**src/rtl/reg_file_pkg.sv**
```systemverilog
// Shared constants and the byte-enable merge used by both the write port and the read bypass.
package reg_file_pkg;

    localparam int DATA_W_DEF = 32;
    localparam int ADDR_W_DEF = 5;
    // Widest register the merge helper handles; callers size-cast in and out.
    localparam int MERGE_W    = 256;
    localparam int MERGE_BE_W = MERGE_W / 8;

    function automatic logic [MERGE_W-1:0] merge_be(
        input logic [MERGE_W-1:0]    old_val,
        input logic [MERGE_W-1:0]    new_val,
        input logic [MERGE_BE_W-1:0] be
    );
        logic [MERGE_W-1:0] res;
        res = old_val;
        for (int k = 0; k < MERGE_BE_W; k++) begin
            if (be[k]) begin
                res[8*k +: 8] = new_val[8*k +: 8];
            end
        end
        return res;
    endfunction

endpackage

```
**src/rtl/reg_file_sb_if.sv**
```systemverilog
// Register-file bus: read ports, byte-enabled write port and destination reservation.
interface reg_file_sb_if #(
    parameter int DATA_W = reg_file_pkg::DATA_W_DEF,
    parameter int ADDR_W = reg_file_pkg::ADDR_W_DEF,
    parameter int NUM_RD = 2
) ();

    logic [NUM_RD*ADDR_W-1:0] rd_addr;
    logic [NUM_RD*DATA_W-1:0] rd_data;
    logic [NUM_RD-1:0]        rd_ready;
    logic                     wr_en;
    logic [ADDR_W-1:0]        wr_addr;
    logic [DATA_W-1:0]        wr_data;
    logic [DATA_W/8-1:0]      wr_be;
    logic                     rsv_en;
    logic [ADDR_W-1:0]        rsv_addr;
    logic                     rsv_conflict;

    modport master (
        output rd_addr, wr_en, wr_addr, wr_data, wr_be, rsv_en, rsv_addr,
        input  rd_data, rd_ready, rsv_conflict
    );

    modport slave (
        input  rd_addr, wr_en, wr_addr, wr_data, wr_be, rsv_en, rsv_addr,
        output rd_data, rd_ready, rsv_conflict
    );

endinterface

```
**src/rtl/reg_file_scoreboard.sv**
```systemverilog
// Pending-write scoreboard: one bit per register, set by reservation, cleared by writeback.
module reg_file_scoreboard
    import reg_file_pkg::*;
#(
    parameter int ADDR_W   = ADDR_W_DEF,
    parameter int NUM_RD   = 2,
    parameter bit ZERO_REG = 1'b1
) (
    input  logic                     clk,
    input  logic                     rst,
    input  logic                     wr_en,
    input  logic [ADDR_W-1:0]        wr_addr,
    input  logic                     rsv_en,
    input  logic [ADDR_W-1:0]        rsv_addr,
    input  logic [NUM_RD*ADDR_W-1:0] rd_addr,
    output logic [NUM_RD-1:0]        rd_ready,
    output logic                     rsv_conflict
);

    localparam int DEPTH = 2**ADDR_W;

    logic [DEPTH-1:0] pending_reg;
    logic [DEPTH-1:0] pending_next;
    logic             conflict_reg;
    logic             conflict_next;
    logic             rsv_ok;

    assign rsv_ok = rsv_en && !(ZERO_REG && rsv_addr == '0);

    // Clear first, then set, so a same-cycle reserve by the next producer wins.
    always_comb begin
        pending_next = pending_reg;
        if (wr_en) begin
            pending_next[wr_addr] = 1'b0;
        end
        if (rsv_ok) begin
            pending_next[rsv_addr] = 1'b1;
        end
        conflict_next = conflict_reg ||
                        (rsv_ok && pending_reg[rsv_addr] && !(wr_en && wr_addr == rsv_addr));
    end

    always_ff @(posedge clk or posedge rst) begin
        if (rst) begin
            pending_reg  <= '0;
            conflict_reg <= 1'b0;
        end else begin
            pending_reg  <= pending_next;
            conflict_reg <= conflict_next;
        end
    end

    assign rsv_conflict = conflict_reg;

    genvar gi;
    generate
        for (gi = 0; gi < NUM_RD; gi++) begin : g_ready
            logic [ADDR_W-1:0] addr;
            assign addr = rd_addr[gi*ADDR_W +: ADDR_W];
            assign rd_ready[gi] = (ZERO_REG && addr == '0) ||
                                  !pending_reg[addr] ||
                                  (wr_en && wr_addr == addr);
        end
    endgenerate

endmodule

```
**src/rtl/reg_file_sb.sv**
```systemverilog
// Multi-read-port register file with byte-enabled writes, same-cycle bypass and scoreboard.
module reg_file_sb
    import reg_file_pkg::*;
#(
    parameter int DATA_W   = DATA_W_DEF,
    parameter int ADDR_W   = ADDR_W_DEF,
    parameter int NUM_RD   = 2,
    parameter bit ZERO_REG = 1'b1
) (
    input  logic         clk,
    input  logic         rst,
    reg_file_sb_if.slave bus
);

    localparam int DEPTH = 2**ADDR_W;

    logic [DATA_W-1:0] mem_reg [DEPTH];
    logic [DATA_W-1:0] wr_merged;
    logic              wr_ok;

    assign wr_ok     = bus.wr_en && !(ZERO_REG && bus.wr_addr == '0);
    assign wr_merged = DATA_W'(merge_be(MERGE_W'(mem_reg[bus.wr_addr]),
                                        MERGE_W'(bus.wr_data),
                                        MERGE_BE_W'(bus.wr_be)));

    always_ff @(posedge clk or posedge rst) begin
        if (rst) begin
            for (int i = 0; i < DEPTH; i++) begin
                mem_reg[i] <= '0;
            end
        end else if (wr_ok) begin
            mem_reg[bus.wr_addr] <= wr_merged;
        end
    end

    genvar gi;
    generate
        for (gi = 0; gi < NUM_RD; gi++) begin : g_rd
            logic [ADDR_W-1:0] addr;
            logic [DATA_W-1:0] base;
            logic [DATA_W-1:0] bypassed;
            logic              hit;

            assign addr     = bus.rd_addr[gi*ADDR_W +: ADDR_W];
            assign base     = mem_reg[addr];
            assign hit      = bus.wr_en && (bus.wr_addr == addr);
            // Bypass merges the in-flight bytes over the stored value, exactly as the write will.
            assign bypassed = DATA_W'(merge_be(MERGE_W'(base),
                                               MERGE_W'(bus.wr_data),
                                               MERGE_BE_W'(bus.wr_be)));
            assign bus.rd_data[gi*DATA_W +: DATA_W] =
                (ZERO_REG && addr == '0) ? '0 : (hit ? bypassed : base);
        end
    endgenerate

    reg_file_scoreboard #(
        .ADDR_W   (ADDR_W),
        .NUM_RD   (NUM_RD),
        .ZERO_REG (ZERO_REG)
    ) u_scoreboard (
        .clk          (clk),
        .rst          (rst),
        .wr_en        (bus.wr_en),
        .wr_addr      (bus.wr_addr),
        .rsv_en       (bus.rsv_en),
        .rsv_addr     (bus.rsv_addr),
        .rd_addr      (bus.rd_addr),
        .rd_ready     (bus.rd_ready),
        .rsv_conflict (bus.rsv_conflict)
    );

endmodule

```
**src/flat_wrapper.sv**
```systemverilog
// flat-port wrapper written by rule: the top's interface ports become plain ports
module reg_file_sb_flat import reg_file_pkg::*;
#(
    parameter int DATA_W   = DATA_W_DEF,
    parameter int ADDR_W   = ADDR_W_DEF,
    parameter int NUM_RD   = 2,
    parameter bit ZERO_REG = 1'b1
)
  (clk, rst, bus_rd_addr, bus_wr_en, bus_wr_addr, bus_wr_data, bus_wr_be, bus_rsv_en, bus_rsv_addr, bus_rd_data, bus_rd_ready, bus_rsv_conflict);
  reg_file_sb_if #(.DATA_W(DATA_W), .ADDR_W(ADDR_W), .NUM_RD(NUM_RD)) bus_i ();
  input  logic clk;
  input  logic rst;
  input wire logic [$bits(bus_i.rd_addr)-1:0] bus_rd_addr;
  input wire logic [$bits(bus_i.wr_en)-1:0] bus_wr_en;
  input wire logic [$bits(bus_i.wr_addr)-1:0] bus_wr_addr;
  input wire logic [$bits(bus_i.wr_data)-1:0] bus_wr_data;
  input wire logic [$bits(bus_i.wr_be)-1:0] bus_wr_be;
  input wire logic [$bits(bus_i.rsv_en)-1:0] bus_rsv_en;
  input wire logic [$bits(bus_i.rsv_addr)-1:0] bus_rsv_addr;
  output wire logic [$bits(bus_i.rd_data)-1:0] bus_rd_data;
  output wire logic [$bits(bus_i.rd_ready)-1:0] bus_rd_ready;
  output wire logic [$bits(bus_i.rsv_conflict)-1:0] bus_rsv_conflict;
  assign bus_i.rd_addr = bus_rd_addr;
  assign bus_i.wr_en = bus_wr_en;
  assign bus_i.wr_addr = bus_wr_addr;
  assign bus_i.wr_data = bus_wr_data;
  assign bus_i.wr_be = bus_wr_be;
  assign bus_i.rsv_en = bus_rsv_en;
  assign bus_i.rsv_addr = bus_rsv_addr;
  assign bus_rd_data = bus_i.rd_data;
  assign bus_rd_ready = bus_i.rd_ready;
  assign bus_rsv_conflict = bus_i.rsv_conflict;
  reg_file_sb #(.DATA_W(DATA_W), .ADDR_W(ADDR_W), .NUM_RD(NUM_RD), .ZERO_REG(ZERO_REG)) u_core (.clk(clk), .rst(rst), .bus(bus_i));
endmodule
```
**config.mk**
```make
export PLATFORM = sky130hd
export DESIGN_NAME = reg_file_sb_flat
export DESIGN_NICKNAME = d
export VERILOG_FILES = /design/src/rtl/reg_file_pkg.sv /design/src/rtl/reg_file_sb_if.sv /design/src/rtl/reg_file_scoreboard.sv /design/src/rtl/reg_file_sb.sv /design/src/flat_wrapper.sv
export SDC_FILE = /design/constraint.sdc
export NUM_CORES = 2
export LEC_CHECK = 0
export BUFFER_PORTS_ARGS = -buffer_cell sky130_fd_sc_hd__buf_2
export CELL_PAD_IN_SITES_DETAIL_PLACEMENT = 0
export CELL_PAD_IN_SITES_GLOBAL_PLACEMENT = 1
export CORE_MARGIN = 2
export CORE_UTILIZATION = 58
export CTS_BUF_LIST = sky130_fd_sc_hd__clkbuf_8
export CTS_CLUSTER_DIAMETER = 120
export DETAILED_ROUTE_END_ITERATION = 16
export PLACE_DENSITY_LB_ADDON = 0.05
export SYNTH_ARGS = -nofsm -noshare
export SYNTH_HDL_FRONTEND = slang
export SYNTH_HIERARCHICAL = 1
export SYNTH_SLANG_ARGS = --single-unit
```
**constraint.sdc**
```tcl
create_clock -name clk -period 58.8 [get_ports clk]
set_input_delay 8.82 -clock clk [delete_from_list [all_inputs] [get_ports clk]]
set_output_delay 8.82 -clock clk [all_outputs]
set_load 0.005 [all_outputs]
```
==> flow_metrics.env <==
export IMPL_status="finished, final reports clean"
export IMPL_relSlewSlack_pct=5.46
export IMPL_end_kind="output port"
export IMPL_period_share_pct=39.7
export IMPL_clock_path_buffers=3
export IMPL_ios=127
export IMPL_synth_mux_area_fraction_pct=29.3
export IMPL_critPathSlowestCell="buf_4"
export IMPL_rsz0062_at_grt="no"
export IMPL_routedWlPerCell_um=36.0
export IMPL_fill_cells=9126
export IMPL_antenna_found_initial=15
export IMPL_layout_setup_ws_ps=35470
export IMPL_cts_resized=0
export IMPL_worst_path_stages=11
export IMPL_yosysSeqAreaShare_pct=40.2
export IMPL_fin_tns_setup_ps=0
export IMPL_postCtsHoldBufs=0
export IMPL_finalMaxSlewViolations=0
export IMPL_fin_util_pct=63.3
export IMPL_synth_net_count=6058
export IMPL_firstDrtPassIters=8
export IMPL_ys_ff_latch=1057
export IMPL_track_usage_pct=46.6
export IMPL_synth_xor_area_share_pct=0.319
export IMPL_synth_compound_area_share_pct=16.4
export IMPL_synth_top_cell_area_share_pct=40.2
export IMPL_clkLatencyLatePin_ps=930
export IMPL_hold_class="reg2reg"
export IMPL_ys_warn_count=6
export IMPL_async_reset_ff_share_pct=100
export IMPL_startpoint="bus_rd_addr[5]"
export IMPL_hold_slack_ps=416
export IMPL_synth_simple_area_share_pct=9.07
export IMPL_synthAdderAreaFrac_pct=0
export IMPL_rows=123
export IMPL_netlist_area_um2=65900
export IMPL_path_clk_slew_ps=60
export IMPL_max_freq_mhz=42.9
export IMPL_grt_max_degree=168
export IMPL_ir_drop_mv=0.0261
export IMPL_synthCells=5998
export IMPL_reg2reg_to="u_core/mem_reg[227]$_DFFE_PP0P_"
export IMPL_start_kind="primary input"
export IMPL_seqCellArea_um2=26500
export IMPL_coreArea_um2=112000
export IMPL_wirelength_mm=269
export IMPL_min_from="u_core/mem_reg[1001]$_DFFE_PP0P_"
export IMPL_root_buffer="clkbuf_8"
export IMPL_path_cells="buf_8, buf_4, buf_4, buf_4, buf_4, mux2_2, a21oi_1, a221oi_1, a211oi_1, nor3_1, buf_2"
export IMPL_period_needed_ps=23330
export IMPL_r2r_cells=5
export IMPL_cts_max_level=4
export IMPL_synth_edf_count=0
export IMPL_endpoint="bus_rd_data[47]"
export IMPL_power_density_nw_per_um2=33.8
export IMPL_timing_rr_start="u_core/mem_reg[387]$_DFFE_PP0P_"
export IMPL_initialDrtViolationCount=8132
export IMPL_largest_reg_flops=1024
export IMPL_path_buf_inv=6
export IMPL_worst_ep_arrival_time_ps=14510
export IMPL_worst_pin_slew_ps=1410
export IMPL_layout_drive_gt1_share_pct=26.1
export IMPL_avgSynthCellArea_um2=11.0
export IMPL_grt_pass1_vias=53600
export IMPL_ys_flop_type="dfrtp_1"
export IMPL_critPathKind="in2out"
export IMPL_fp_dieH_um=341
export IMPL_path_delay_family="buffers and inverters"
export IMPL_num_vias=56200
export IMPL_fp_dieArea_um2=116000
export IMPL_synth_area_top_cells="dfrtp_1, mux4_2, mux2i_1"
export IMPL_syn_to_final_growth_pct=8.07
export IMPL_critical_path_most_common_cell="buf_4"
export IMPL_synth_cell_types=78
export IMPL_die_w_um=341
export IMPL_portBuffers=126
export IMPL_cts_tree="done"
export IMPL_pre_cts_slack_ps=35670
export IMPL_clock_skew_ps=35.4
export IMPL_grt_pass1_wl_mm=388
export IMPL_routabilityCongestion=0.934
export IMPL_setup_violations=0
export IMPL_synth_top_area_cell="dfrtp_1"
export IMPL_grt_overflow=0
export IMPL_power_total_mw=2.40
export IMPL_slowest_delay_ps=870
export IMPL_numCtsBuffers=183
export IMPL_multi_input_area_um2=36800
export IMPL_finalHoldViolations=0
export IMPL_critPathRequiredTime_ps=49980
export IMPL_nets=5891
export IMPL_ant_nets=0
export IMPL_synth_top_family_by_area="multiplexers"
export IMPL_maxCapViolCount=0
export IMPL_drc_errors=0
export IMPL_leakage_nw=29.4
export IMPL_start_util_pct=58.5
export IMPL_viasPerCell=7.52
export IMPL_clkSinkCount=1057
export IMPL_hpwlAfterDp_mm=160
export IMPL_cp_max_fo=71
export IMPL_post_cts_setup_buffers=0
export IMPL_r2r_setup_slack_ps=55890
==> report_power, final <==
part | switching [mW] | total (mW) | internal, mW
logic | 0.337 | 0.663 | 0.326
registers | 0.158 | 1.04 | 0.882
clock network | 0.325 | 0.701 | 0.377
==> cells by family (layout without fill, tap and decap cells) <==
kind of cell / Yosys count / in the layout
AOI/OAI and AO/OA: 1667 / 1667
and+or+nand+nor: 1443 / 1443
muxes: 1122 / 1122
DFF: 1057 / 1057
buffers and inverters: 685 / 652
xor gates and xnor gates: 24 / 24
other: 0 / 14
==> worst min path at each step <==
stage	cells past startpoint	slack (ps)	end
4_1_cts	0	420	u_core/mem_reg[1001]$_DFFE_PP0P_
6_report	0	420	u_core/mem_reg[1001]$_DFFE_PP0P_
5_1_grt	0	430	u_core/mem_reg[1006]$_DFFE_PP0P_
3_3_place_gp	0	400	u_core/mem_reg[1001]$_DFFE_PP0P_
2_1_floorplan	1	460	u_core/mem_reg[1000]$_DFFE_PP0P_
3_5_place_dp	0	410	u_core/mem_reg[1002]$_DFFE_PP0P_
==> through the flow <==
stage                     instances  area, um2
after floorplan                5998      65900
after global placement         7146      67400
after detailed placement       7146      67400
after CTS                      7465      71100
after global routing           7470      71100
final                          7479      71200
==> final cells by class <==
| type | instances | area share (%) |
|---|---|---|
| diodes | 14 | 0.0492 |
| clock buffers | 231 | 4.47 |
| clock inverters | 88 | 0.770 |
| inverters | 27 | 0.165 |
| multi-input cells | 4256 | 51.8 |
| flip-flops and latches | 1057 | 37.2 |
| well taps | 1500 | 2.64 |
| repair buffers | 306 | 2.99 |
==> placed cells by master, fill, tap and decap left out, drive strengths merged, types with 10 or more instances in the layout <==
cell type,n
a21oi,461
nand2,701
o211ai,42
dfrtp,1057
a22oi,81
nand2b,24
mux2,81
nand3b,10
a311o,17
and3,17
a221o,13
a222oi,25
o21a,13
o21ai,566
xor2,11
a211oi,19
nor4,14
clkbuf,232
a31oi,55
mux4,639
diode,14
buf,305
o221ai,22
clkinv,22
o22ai,28
nor2b,18
nand3,66
mux2i,402
and2,15
o31ai,129
nor3,26
nor2,509
o211a,10
inv,80
a221oi,114
xnor2,13
==> cell usage after synthesis (all sizes together) (14+ instances only) <==
cell type,n
o211ai,42
o31ai,129
a222oi,25
mux4,639
o22ai,28
nor4,14
a211oi,19
a31oi,55
mux2i,402
nand3,66
nand2b,24
mux2,81
nor2,509
nand2,701
a311o,17
o21ai,566
o221ai,22
and2,15
a21oi,461
clkbuf,424
nor2b,18
and3,17
buf,234
a22oi,81
a221oi,114
nor3,26
inv,22
dfrtp,1057
==> per-layer routing <==
layer / vias up / GRT usage (%) / part of all wire, %
met5: - / 0 / 0.037
met3: 1011 / 17.2 / 15
li1: 22500 / - / -
met2: 4464 / 64.6 / 42
met4: 14 / 26.5 / 6.7
met1: 28200 / 63.5 / 37
==> worst reg2reg max path: stages, from the launching register on <==
cell,delay (ps)
dfrtp_1,410
mux4_2,520
mux4_2,460
a22o_1,200
o22ai_2,890
o21ai_0,240
No activity file was read; power rests on OpenSTA's default activity.
